<file path="config.mk">
export PLATFORM = sky130hd
export DESIGN_NAME = anim_frame_sequencer
export DESIGN_NICKNAME = d
export VERILOG_FILES = /design/src/rtl/anim_pkg.sv /design/src/rtl/anim_hold_timer.sv /design/src/rtl/anim_frame_sequencer.sv
export SDC_FILE = /design/constraint.sdc
export NUM_CORES = 1
export LEC_CHECK = 0
export CAP_MARGIN = 20
export CORE_MARGIN = 2
export CORE_UTILIZATION = 60
export CTS_CLUSTER_DIAMETER = 50
export DETAILED_ROUTE_END_ITERATION = 8
export PLACE_DENSITY = 0.88
export SLEW_MARGIN = 20
export SYNTH_ARGS = -nofsm -noshare
export SYNTH_HDL_FRONTEND = slang
export SYNTH_SLANG_ARGS = --single-unit
export TNS_END_PERCENT = 50
</file>
<file path="constraint.sdc">
create_clock -name clk -period 6.15 [get_ports clk]
set_clock_uncertainty 0.1 [all_clocks]
set_input_delay 0.9225 -clock clk [delete_from_list [all_inputs] [get_ports clk]]
set_output_delay 0.9225 -clock clk [all_outputs]
set_load 0.01 [all_outputs]
</file>
<file path="src/rtl/anim_pkg.sv">
// Shared constants and state encoding for the sprite animation path
// (sequencer, ROM and renderer all import this package).
package anim_pkg;

  localparam int ANIM_FIRST = 0;
  localparam int ANIM_LAST  = 3;
  localparam int IDLE_ADDR  = 4;
  localparam int ADDR_W     = 4;

  typedef enum logic {
    S_IDLE,
    S_PLAY
  } anim_state_t;

endpackage

</file>
<file path="src/rtl/anim_hold_timer.sv">
// Frame hold timer: counts up to HOLD_TICKS-1 while enabled and saturates
// there, so "expired" stays high until the sequencer clears it on the next
// address change.
module anim_hold_timer #(
  parameter int HOLD_TICKS = 12_500_000
) (
  input  logic clk,
  input  logic rst,
  input  logic clr,
  input  logic en,
  output logic expired
);

  localparam int            CW   = $clog2(HOLD_TICKS);
  localparam logic [CW-1:0] LAST = CW'(HOLD_TICKS - 1);

  logic [CW-1:0] count;

  // Saturating counter; a clear wins over counting so a new frame starts at 0.
  always_ff @(posedge clk) begin
    if (rst) begin
      count <= '0;
    end else if (clr) begin
      count <= '0;
    end else if (en && (count != LAST)) begin
      count <= count + 1'b1;
    end
  end

  assign expired = (count == LAST);

endmodule

</file>
<file path="src/rtl/anim_frame_sequencer.sv">
// Animation frame sequencer: steps the sprite ROM address through the walk
// frames, holding each for HOLD_TICKS clocks and never moving on until the
// renderer has acknowledged the current frame. Parks on the idle frame when
// stopped or when a one-shot sequence finishes.
module anim_frame_sequencer #(
  parameter int HOLD_TICKS = 12_500_000,
  parameter int ANIM_LAST  = anim_pkg::ANIM_LAST,
  parameter int IDLE_ADDR  = anim_pkg::IDLE_ADDR,
  parameter int ADDR_W     = anim_pkg::ADDR_W
) (
  input  logic              clk,
  input  logic              rst,
  input  logic              start,
  input  logic              stop,
  input  logic              loop_en,
  input  logic              disp_ack,
  output logic [ADDR_W-1:0] adress,
  output logic              frame_valid,
  output logic              busy,
  output logic              done
);

  import anim_pkg::*;

  localparam logic [ADDR_W-1:0] FIRST_A = ADDR_W'(ANIM_FIRST);
  localparam logic [ADDR_W-1:0] LAST_A  = ADDR_W'(ANIM_LAST);
  localparam logic [ADDR_W-1:0] IDLE_A  = ADDR_W'(IDLE_ADDR);

  anim_state_t       state, state_next;
  logic [ADDR_W-1:0] adress_next;
  logic              frame_valid_next;
  logic              done_next;
  logic              acked, acked_next;
  logic              addr_change;
  logic              expired;
  logic              ack_now;
  logic              advance;

  anim_hold_timer #(
    .HOLD_TICKS(HOLD_TICKS)
  ) u_hold_timer (
    .clk    (clk),
    .rst    (rst),
    .clr    (addr_change),
    .en     (state == S_PLAY),
    .expired(expired)
  );

  assign ack_now = frame_valid && disp_ack;
  assign advance = expired && (acked || ack_now);
  assign busy    = (state == S_PLAY);

  // Register state and all registered outputs; reset shows the idle frame as pending.
  always_ff @(posedge clk) begin
    if (rst) begin
      state       <= S_IDLE;
      adress      <= IDLE_A;
      frame_valid <= 1'b1;
      done        <= 1'b0;
      acked       <= 1'b0;
    end else begin
      state       <= state_next;
      adress      <= adress_next;
      frame_valid <= frame_valid_next;
      done        <= done_next;
      acked       <= acked_next;
    end
  end

  // Next-state logic; any address change supersedes a pending frame and re-arms the handshake.
  always_comb begin
    state_next       = state;
    adress_next      = adress;
    frame_valid_next = frame_valid;
    done_next        = 1'b0;
    acked_next       = acked;
    addr_change      = 1'b0;

    if (ack_now) begin
      frame_valid_next = 1'b0;
      acked_next       = 1'b1;
    end

    case (state)
      S_IDLE: begin
        if (start && !stop) begin
          state_next  = S_PLAY;
          adress_next = FIRST_A;
          addr_change = 1'b1;
        end
      end
      S_PLAY: begin
        if (stop) begin
          state_next  = S_IDLE;
          adress_next = IDLE_A;
          addr_change = 1'b1;
        end else if (advance) begin
          addr_change = 1'b1;
          if (adress < LAST_A) begin
            adress_next = adress + 1'b1;
          end else if (loop_en) begin
            adress_next = FIRST_A;
          end else begin
            state_next  = S_IDLE;
            adress_next = IDLE_A;
            done_next   = 1'b1;
          end
        end
      end
      default: begin
        state_next  = S_IDLE;
        adress_next = IDLE_A;
        addr_change = 1'b1;
      end
    endcase

    if (addr_change) begin
      frame_valid_next = 1'b1;
      acked_next       = 1'b0;
    end
  end

endmodule

</file>
# [Word-level counts from Yosys, hierarchy flattened]
# Index checks and enable logic that the tools add are counted.
[word_totals] register_bits=32 latchBits=0 mem_bits_rw=0 romBits=0 inputBits=6 out_inout_bits=7 elab_cells=40 mem_count=0
[op_classes] addsub=2 mul=0 div=0 order_cmp=1 n_eq_ne=4 shifts=0 mux=16 n_bitwise=2 n_reduce_logical=9
[op_table] operator="$add 24x1->24 const B" n=1
[op_table] operator="$eq 24x24->1 const B" n=1
[op_table] operator="$ne 24x24->1 const B" n=1
[op_table] operator="$mux 4" n=4
[op_table] operator="$mux 1" n=8
[op_table] operator="$pmux 4 s2" n=1
[op_table] operator="$reduce_or 5->1" n=1
[op_table] operator="$add 4x1->4 const B" n=1
[op_table] operator="$logic_and 1x1->1" n=4
[op_table] operator="$lt 4x2->1 const B" n=1
[op_table] operator="$pmux 1 s2" n=2
[op_table] operator="$mux 3" n=1
[op_table] operator="$ne 3x2->1 const B" n=1
[op_table] operator="$ne 2x2->1 const B" n=1
[op_table] operator="$not 1->1" n=2
[op_table] operator="$reduce_and 2->1" n=1
[op_table] operator="$reduce_or 2->1" n=1
[op_table] operator="$logic_not 1->1" n=1
[op_table] operator="$logic_or 1x1->1" n=1

# [Longest topological paths before layout]
# Gate-level depths: netlist of the first run.
[logic_depth] depth_word=7 depth_mapped=8

# [Modules after synthesis]
# A second synthesis of the first run with hierarchy kept.
[hier_totals] cells_unflattened=172 area_unflattened_um2=1521.5
[modules_own_cells] module="anim_hold_timer" instances=1 cells_per_inst=140 area_each_um2=1186.1 seq_area_each_um2=480.5
[modules_own_cells] module="anim_frame_sequencer" instances=1 cells_per_inst=32 area_each_um2=335.3 seq_area_each_um2=160.2

# [Worst setup path after synthesis of the first run]
# No wires, ideal clock.
[synth_timing] path_kind="register to register" startpoint="reg u_hold_timer.count[0]" endpoint="reg u_hold_timer.count[16]" setup_time_ns=0.070 arrival_ns=1.853 setup_slack_ns=4.127 path_stages_with_launch=8 period_less_slack_ns=2.023 cell_sequence="dfxtp_1 > ha_1 > and4_2 > nand2_1 > o21ai_0 > buf_2 > or3b_2 > a21oi_1"
[synth_via] elab_chain_len=6 elab_cells_between_ends=9 classes_between="add/sub (1); eq/ne (2); mux (3); reduce/logical (3)"
[synth_rtl] element="start: declaration" line_no="anim_hold_timer.sv:17" source="logic [CW-1:0] count;"
[synth_rtl] element="start signal: assignment" line_no="anim_hold_timer.sv:26" source="count <= count + 1'b1;"
[synth_rtl] element="$eq 24x24->1" line_no="anim_hold_timer.sv:30" source="assign expired = (count == LAST);"
[synth_rtl] element="$logic_and 1x1->1" line_no="anim_frame_sequencer.sv:50" source="assign advance = expired && (acked || ack_now);"
[synth_rtl] element="$mux 1" line_no="anim_frame_sequencer.sv:97" source="end else if (advance) begin"
[synth_rtl] element="$mux 1" line_no="anim_frame_sequencer.sv:93" source="if (stop) begin"
[synth_rtl] element="$pmux 1 s2" line_no="anim_frame_sequencer.sv:84" source="case (state)"
[synth_rtl] element="$reduce_or 2->1 (no source line)"
# Several ways; a longest one is shown, not always the timed one.
# A chain may end at the register's enable or synchronous reset.

# [Worst setup path in the final report of the first run]
[layout_timing] startpoint="reg state, in the netlist busy" endpoint="out busy"
[layout_rtl] element="start: declaration" line_no="anim_frame_sequencer.sv:29" source="anim_state_t state, state_next;"
[layout_rtl] element="start signal: assignment" line_no="anim_frame_sequencer.sv:62" source="state <= state_next;"
[layout_rtl] element="end: declaration" line_no="anim_frame_sequencer.sv:19" source="output logic busy,"
# No word-level cell between the ends.

==> metrics.sh, run 1 <==
RUN_STATUS='complete, no violations'
MET2_USAGE=0.432
AREA.GROWTH.SYNTH_TO_FINAL_PCT=12.2
SYNTH_ENABLE_FLOP_CELLS=0
FINAL.SETUP.WORST_SLACK_NS=3.55
LAYOUT.CELL_AREA.NON_FILLER_UM2=1710
NUMPORTBUFFERS=12
CRITICAL_PATH.CELL_CHAIN='clkdlybuf4s50_1'
CAP_VIOLATIONS=0
CP_DATA_REQUIRED_TIME_NS=5.13
LAYOUT_WORST_PATH_CYCLE_SHARE=0.423
TOTALWIRELENGTH_MM=3.22
BUSIEST_LAYER='met2'
DIE_X_UM=54.4
MAX-SLEW-MARGIN-REL=0.492
FIN_TNS_SETUP_NS=0
CTS-HOLD-FIX-BUFFERS=0
POST-CTS-SETUP-BUFFER-COUNT=0
SYNTH_TOP_FLOP_CELL='dfxtp_1'
FIRSTDRTPASSITERS=4
YOSYSTOPAREACELL='dfxtp_1'
EFFECTIVE_UTILIZATION_AT_FLOORPLAN=0.626
NUM-NETS-FINAL=197
MIN_TO='adress[3]'
ACHIEVABLE-FREQUENCY_MHz=384
PROPORTION_OF_NETLIST_AREA_HELD_BY_THE_LARGEST_AREA_CONTRIBUTOR=0.421
DESIGN_POWER_TOTAL_mW=0.350
WORST-PATH-BUF-INV=1
WORSTHOLDPATHCELLS=2
R2R_START='u_hold_timer.count[0]'
DP_HPWL_MM=2.30
PATH_CLASS='flip-flop to output port'
CLKSLEWWORSTSETUPHOLDPATHS_NS=0.11
POST-SYNTH-TOP-COUNT-CELL='dfxtp_1'
FIN_CRIT_NS=2.60
TRITONCTS.NUM_BUFFERS=5
ROUTED-VIA-COUNT=1296
CRITICAL-PATH-TOP-DELAY-FAMILY='buffers and inverters'
HOLD_SLACK_NS=0.358
FF2FF_PATH_DEPTH=6
VIASPERCELL=5.89
WORSTSETUPSTARTPOINTTYPE='flip-flop'
GRT_FIRST_PASS_WIRELENGTH_MM=5.13
CRITPATHARRIVALTIME_NS=1.58
CTS_TREE='done'
SYNTHARSTFLOPSHARE=0
ROUTED_WIRE_LENGTH_PER_INSTANCE_UM=14.6
CRITICAL_PATH.SLOWEST_CELL='clkdlybuf4s50_1'
GRT_START_MAX_NET_PINS=30
USE_MET1=0.276
CTS.PATH.MAX_BUFFERS=2
GRT_USAGE=0.250
POSTROUTEANTENNANETS=0
HOLD_CLASS='flip-flop to flip-flop'
TIMING.FINAL.MAX_SLEW_VIOLATIONS=0
NETLIST_TOP_CELLS_COUNT='32 x dfxtp_1, 23 x nor2_1, 11 x xnor2_1, 10 x a21oi_1, 10 x nand2_1'
FP.DIEAREA_UM2=2950
SETUP-VIOLATIONS-FINAL=0
MET3_USAGE=0.0902
CTS_NUM_SINKS=32
DESIGN.PORTCOUNT=13
CORE.ROWCOUNT=18
SYNTH_SEQ_AREA_SHARE=0.421
DP_WORST_SETUP_SLACK_NS=2.98
DIODES=0
FINAL_CORE_UTILIZATION=0.702
WORST-SLEW-PIN-TRANSITION_NS=0.760
PLACE_CONGESTION=0.831
NUMBER_OF_INSTANCES_IN_THE_SYNTHESIZED_NETLIST=175
CLOCKROOTBUFFER='clkbuf_4'
CELL_AREA_AFTER_TECHNOLOGY_MAPPING_UM2=1520
POSTSYNTHAREAPERCELL_UM2=8.69
FP.DIEH_UM=54.4
YOSYSUNIQUECELLTYPES=41
P_LEAK_nW=0.544
CELLPOWERDENSITY_nW_PER_UM2=205
AREA_INSIDE_THE_CORE_BOUNDARY_UM2=2430
YOSYS_WARNING_COUNT=0
VIAS_IN_THE_FIRST_GLOBAL_ROUTE=1219
PLACE_AREA_UM2=1640
R2R_SLACK_NS=3.59
FINAL_LAYOUT_SIZE_SUFFIX_GT1_FRAC=0.100
DRT_DRC_VIOLATIONS_LEFT=0
GRT_ANTENNA_BEFORE_REPAIR=0
VDD_DROP_MAX_uV=233
POST_PLACE_CELLS=212
HOLD_PATH_STARTPOINT='adress[3]'
DRT_FIRST_ITER_VIOLATIONS=27
CTSHTREEMAXLEVEL=2
TIMING.CRITICAL_PATH.TO_TYPE='output port'
POST_CTS_RESIZE_COUNT=0
REPORT.FINAL.HOLD_VIOL_COUNT=0
YS_TOP_CELLS_BY_AREA='dfxtp_1 42%, xnor2_1 6.3%, nor2_1 5.7%'
YS_FF_LATCH=32
CP_MAX_FO=14
CRIT_PATH_MAX_INCR_DELAY_NS=0.62
INSERTION_DELAY_NS=0.35
LAYOUT.CELLS.NON_FILLER=220
REG2REG_TO='adress[0]'
RSZ0062_AT_GRT='false'
SYNTHESIS.NETS=183
GRT_OVERFLOW=0
## cell usage in the layout (no fill, tap or decap), types with 4 or more instances in the layout
cell type         n
or3_1             4
nor3_1            9
inv_1             8
nand2_1          10
xor2_1            5
clkbuf_4          5
clkdlybuf4s50_1  12
nor4_1            6
nor2_1           23
nand4_1           6
o21ai_0           5
dfxtp_1          32
nand3_1           9
xnor2_1          11
a21oi_1          10
## kinds of logic after synthesis
family | share of synthesized area
AND/OR/NAND/NOR | 0.320
flip-flops | 0.421
AO/OA/AOI/OAI | 0.0913
XOR/XNOR | 0.0921
buffers and inverters | 0.0460
multiplexers | 0.0132
adder cells (fa/ha/maj) | 0.0164
## worst reg2reg max path, stage by stage, from the launching register on
cell and delay [ns]:
dfxtp_1 0.41, ha_1 0.27, and4_2 0.28, nand2_1 0.23, o31a_1 0.35, o21ai_4 0.61, mux2i_1 0.17
## area by class of cell
class / count / area [um^2]
repair buffers: 12 / 120
clock buffers: 5 / 37.5
flip-flops and latches: 32 / 641
fillers: 200 / 726
inverters: 8 / 30.0
multi-input cells: 130 / 822
clock inverters: 3 / 18.8
well taps: 30 / 37.5
## worst max path at each step
stage / slack (ns) / to / cells after the start / startpoint
2_1_floorplan: 4.13 / u_hold_timer.count[16] / 7 / u_hold_timer.count[0]
3_3_place_gp: 3.09 / adress[0] / 5 / disp_ack
3_5_place_dp: 2.98 / adress[0] / 5 / disp_ack
4_1_cts: 3.31 / adress[0] / 6 / u_hold_timer.count[0]
5_1_grt: 3.45 / adress[0] / 6 / u_hold_timer.count[0]
6_report: 3.55 / busy / 1 / busy
## power breakdown
| group | switching [mW] | internal [mW] | leakage (nW) |
|---|---|---|---|
| clock network | 0.0738 | 0.0437 | 0.0349 |
| logic | 0.0114 | 0.00866 | 0.251 |
| registers | 0.00272 | 0.209 | 0.259 |
## flip-flops by register name, indices dropped and copies added (netlist names)
signal,flops
frame_valid,1
adress,4
u_hold_timer.count,24
busy,1
done,1
acked,1
## metal layers
layer  part of all wire  vias to the layer above
li1                   -                      657
met1               0.44                      596
met2               0.49                       34
met3              0.049                        9
met4              0.021                        0
met5                  0                        -
Note: power is estimated with default switching activity, not from simulation.
==> inputs of run 2 (changes only) <==
--- a/config.mk
+++ b/config.mk
@@ -7,10 +7,10 @@
 export LEC_CHECK = 0
 export CAP_MARGIN = 20
 export CORE_MARGIN = 2
-export CORE_UTILIZATION = 60
+export CORE_UTILIZATION = 56
 export CTS_CLUSTER_DIAMETER = 50
 export DETAILED_ROUTE_END_ITERATION = 8
-export PLACE_DENSITY = 0.88
+export PLACE_DENSITY = 0.84
 export SLEW_MARGIN = 20
 export SYNTH_ARGS = -nofsm -noshare
 export SYNTH_HDL_FRONTEND = slang
==> constraint.sdc (replaced) <==
create_clock -name clk -period 2.6 [get_ports clk]
set_clock_uncertainty 0.1 [all_clocks]
set_input_delay 0.39 -clock clk [delete_from_list [all_inputs] [get_ports clk]]
set_output_delay 0.39 -clock clk [all_outputs]
set_load 0.01 [all_outputs]
==> run 2 against run 1 <==
  * Non-clock buffer count is 4 higher
  * Power is 150% higher
  * Cell count is 1.8% higher
  * First-iteration DRC count is 44% higher
  * Setup slack worse by 3.2 ns
  * Utilization is 1.4 points lower
==> metrics.sh, run 2 (synthesis results as in run 1) <==
PATH_CLASS='flip-flop to flip-flop'  # was flip-flop to output port
FIRSTDRTPASSITERS=5  # was 4
TOTALWIRELENGTH_MM=3.32  # was 3.22 mm
CAP_VIOLATIONS=0  # unchanged
POSTROUTEANTENNANETS=0  # unchanged
DP_HPWL_MM=2.43  # was 2.30 mm
PLACE_CONGESTION=0.812  # was 0.831
CTS-HOLD-FIX-BUFFERS=0  # unchanged
CP_DATA_REQUIRED_TIME_NS=2.78  # was 5.13 ns
NUMPORTBUFFERS=12  # unchanged
TIMING.FINAL.MAX_SLEW_VIOLATIONS=0  # unchanged
VIAS_IN_THE_FIRST_GLOBAL_ROUTE=1240  # was 1219
LAYOUT_COMMON_CELLS='32 x dfxtp_1, 23 x nor2_1, 12 x clkdlybuf4s50_1, 11 x xnor2_1'  # unchanged
NUM-NETS-FINAL=201  # was 197
GRT_USAGE=0.220  # was 0.250
FP.DIEAREA_UM2=3150  # was 2950 um^2
BIGGESTREGSBYFLOPS='u_hold_timer.count x24, adress x4'  # unchanged
AREA_INSIDE_THE_CORE_BOUNDARY_UM2=2520  # was 2430 um^2
EFFECTIVE_UTILIZATION_AT_FLOORPLAN=0.603  # was 0.626
CTS_NUM_SINKS=32  # unchanged
RSZ0062_AT_GRT='false'  # unchanged
DESIGN.PORTCOUNT=13  # unchanged
DESIGN_POWER_TOTAL_mW=0.860  # was 0.350 mW
WORSTSETUPSTARTPOINTTYPE='flip-flop'  # unchanged
VIASPERCELL=6.11  # was 5.89
GRT_FIRST_PASS_WIRELENGTH_MM=5.36  # was 5.13 mm
CP_MAX_FO=11  # was 14
ROUTED_WIRE_LENGTH_PER_INSTANCE_UM=14.8  # was 14.6 um
CTS.PATH.MAX_BUFFERS=2  # unchanged
NUM-FILL-CELLS=216  # was 200
CRITPATHARRIVALTIME_NS=2.39  # was 1.58 ns
REPORT.FINAL.HOLD_VIOL_COUNT=0  # unchanged
POST_CTS_RESIZE_COUNT=0  # unchanged
DP_WORST_SETUP_SLACK_NS=0.412  # was 2.98 ns
MAX-SLEW-MARGIN-REL=0.668  # was 0.492
VDD_DROP_MAX_uV=447  # was 233 uV
CRIT_PATH_MAX_INCR_DELAY_NS=0.43  # was 0.62 ns
CELLPOWERDENSITY_nW_PER_UM2=495  # was 205 nW/um^2
RUN_STATUS='complete, no violations'  # unchanged
AREA.GROWTH.SYNTH_TO_FINAL_PCT=14.1  # was 12.2%
CLOCKROOTBUFFER='clkbuf_4'  # unchanged
FIN_TNS_SETUP_NS=0  # unchanged
REGISTER_AREA_UM2=641  # unchanged
ROUTED-VIA-COUNT=1369  # was 1296
REGISTERS.TOP_BY_FF_COUNT='u_hold_timer.count'  # unchanged
CTS_TREE='done'  # unchanged
P_LEAK_nW=0.559  # was 0.544 nW
FINAL_LAYOUT_SIZE_SUFFIX_GT1_FRAC=0.113  # was 0.100
HOLD_CLASS='flip-flop to flip-flop'  # unchanged
TIMING.CRITICAL_PATH.TO_TYPE='flip-flop'  # was output port
CORE.ROWCOUNT=18  # unchanged
CRITICAL_PATH.SLOWEST_CELL='or3b_2'  # was clkdlybuf4s50_1
FINAL_COMMON_CELL='dfxtp_1'  # unchanged
CTSHTREEMAXLEVEL=2  # unchanged
DIE_X_UM=56.1  # was 54.4 um
ACHIEVABLE-FREQUENCY_MHz=451
LAYOUT_WORST_PATH_CYCLE_SHARE=0.852
TRITONCTS.NUM_BUFFERS=5  # unchanged
GRT_START_MAX_NET_PINS=17  # was 30
LARGEST_REG_FLOPS=24  # unchanged
SETUP-VIOLATIONS-FINAL=0  # unchanged
GRT_OVERFLOW=0  # unchanged
CLKSLEWWORSTSETUPHOLDPATHS_NS=0.10  # was 0.11 ns
GRT_ANTENNA_BEFORE_REPAIR=0  # unchanged
MULTI_INPUT_AREA_UM2=815  # was 822 um^2
DRT_DRC_VIOLATIONS_LEFT=0  # unchanged
FINAL_CORE_UTILIZATION=0.688  # was 0.702
CRITICAL_PATH.CELL_CHAIN='ha_1 -> and4_2 -> nand2_1 -> o21ai_0 -> buf_4 -> or3b_2 -> a21oi_1'  # was clkdlybuf4s50_1
FIN_CRIT_NS=2.21
INSERTION_DELAY_NS=0.34  # was 0.35 ns
DRT_FIRST_ITER_VIOLATIONS=39  # was 27
FP.DIEH_UM=56.1  # was 54.4 um
POST-CTS-SETUP-BUFFER-COUNT=0  # unchanged
WORST-SLEW-PIN-TRANSITION_NS=0.494  # was 0.760 ns
DIODES=0  # unchanged
FINAL.SETUP.WORST_SLACK_NS=0.385  # was 3.55 ns
## run 2: changes by cell type in the layout (fill, tap and decap cells not counted)
cell	change
clkbuf_1	+1
o21ai_1	-1
clkbuf_8	+1
o21ai_0	+1
clkinv_2	-2
buf_4	+4
clkinv_4	-1
o21ai_2	+1
clkinvlp_4	+1
o21ai_4	-1
## run 2: stage by stage
| step | instance area [um^2] | hold WS (ns) | std cells |
|---|---|---|---|
| after floorplan | 1520 | 0.350 | 175 |
| after global placement | 1670 | 0.340 | 216 |
| after detailed placement | 1670 | 0.352 | 216 |
| after CTS | 1740 | 0.367 | 224 |
| after global routing | 1740 | 0.378 | 224 |
| final | 1740 | 0.365 | 224 |
## run 2: final timing paths
| check | from | endpoint | slack (ns) | cells after the start |
|---|---|---|---|---|
| worst max-delay path | u_hold_timer.count[0] | u_hold_timer.count[16] | 0.39 | 7 |
| worst min-delay path | adress[3] | adress[3] | 0.37 | 2 |
| worst max register to register | u_hold_timer.count[0] | u_hold_timer.count[16] | 0.39 | 7 |
| worst min register to register | adress[3] | adress[3] | 0.37 | 2 |
## run 2: report_power, final
group / leakage, nW / total [mW] / switching (mW) / internal, mW
Sequential: 0.259 / 0.499 / 0.00405 / 0.495
Clock: 0.0315 / 0.306 / 0.174 / 0.132
Combinational: 0.268 / 0.0547 / 0.0304 / 0.0244
Total: 0.559 / 0.860 / 0.208 / 0.652
## run 2: critical path: cells and delay by family, from the launching register on
family | cells | cell delay (ns)
compound gates | 2 | 0.28
buf+inv | 1 | 0.19
simple gates | 3 | 0.97
fa+ha+maj | 1 | 0.26
flops | 1 | 0.36
## run 2: final cells by class
class	count	share of cell area
inverters	8	0.0173
repair buffers	16	0.0865
clock inverters	1	0.00433
clock buffers	7	0.0317
flip-flops and latches	32	0.369
well taps	30	0.0216
multi-input cells	130	0.469
## run 2: per-layer routing
metal  share of wire  vias to the layer above  global-route usage  wire [um]
met4           0.012                        0               0.102         40
li1                -                      665                   -          -
met5               0                        -                   0          0
met1            0.39                      658               0.255       1310
met2            0.53                       42               0.370       1760
met3           0.063                        4              0.0628        208
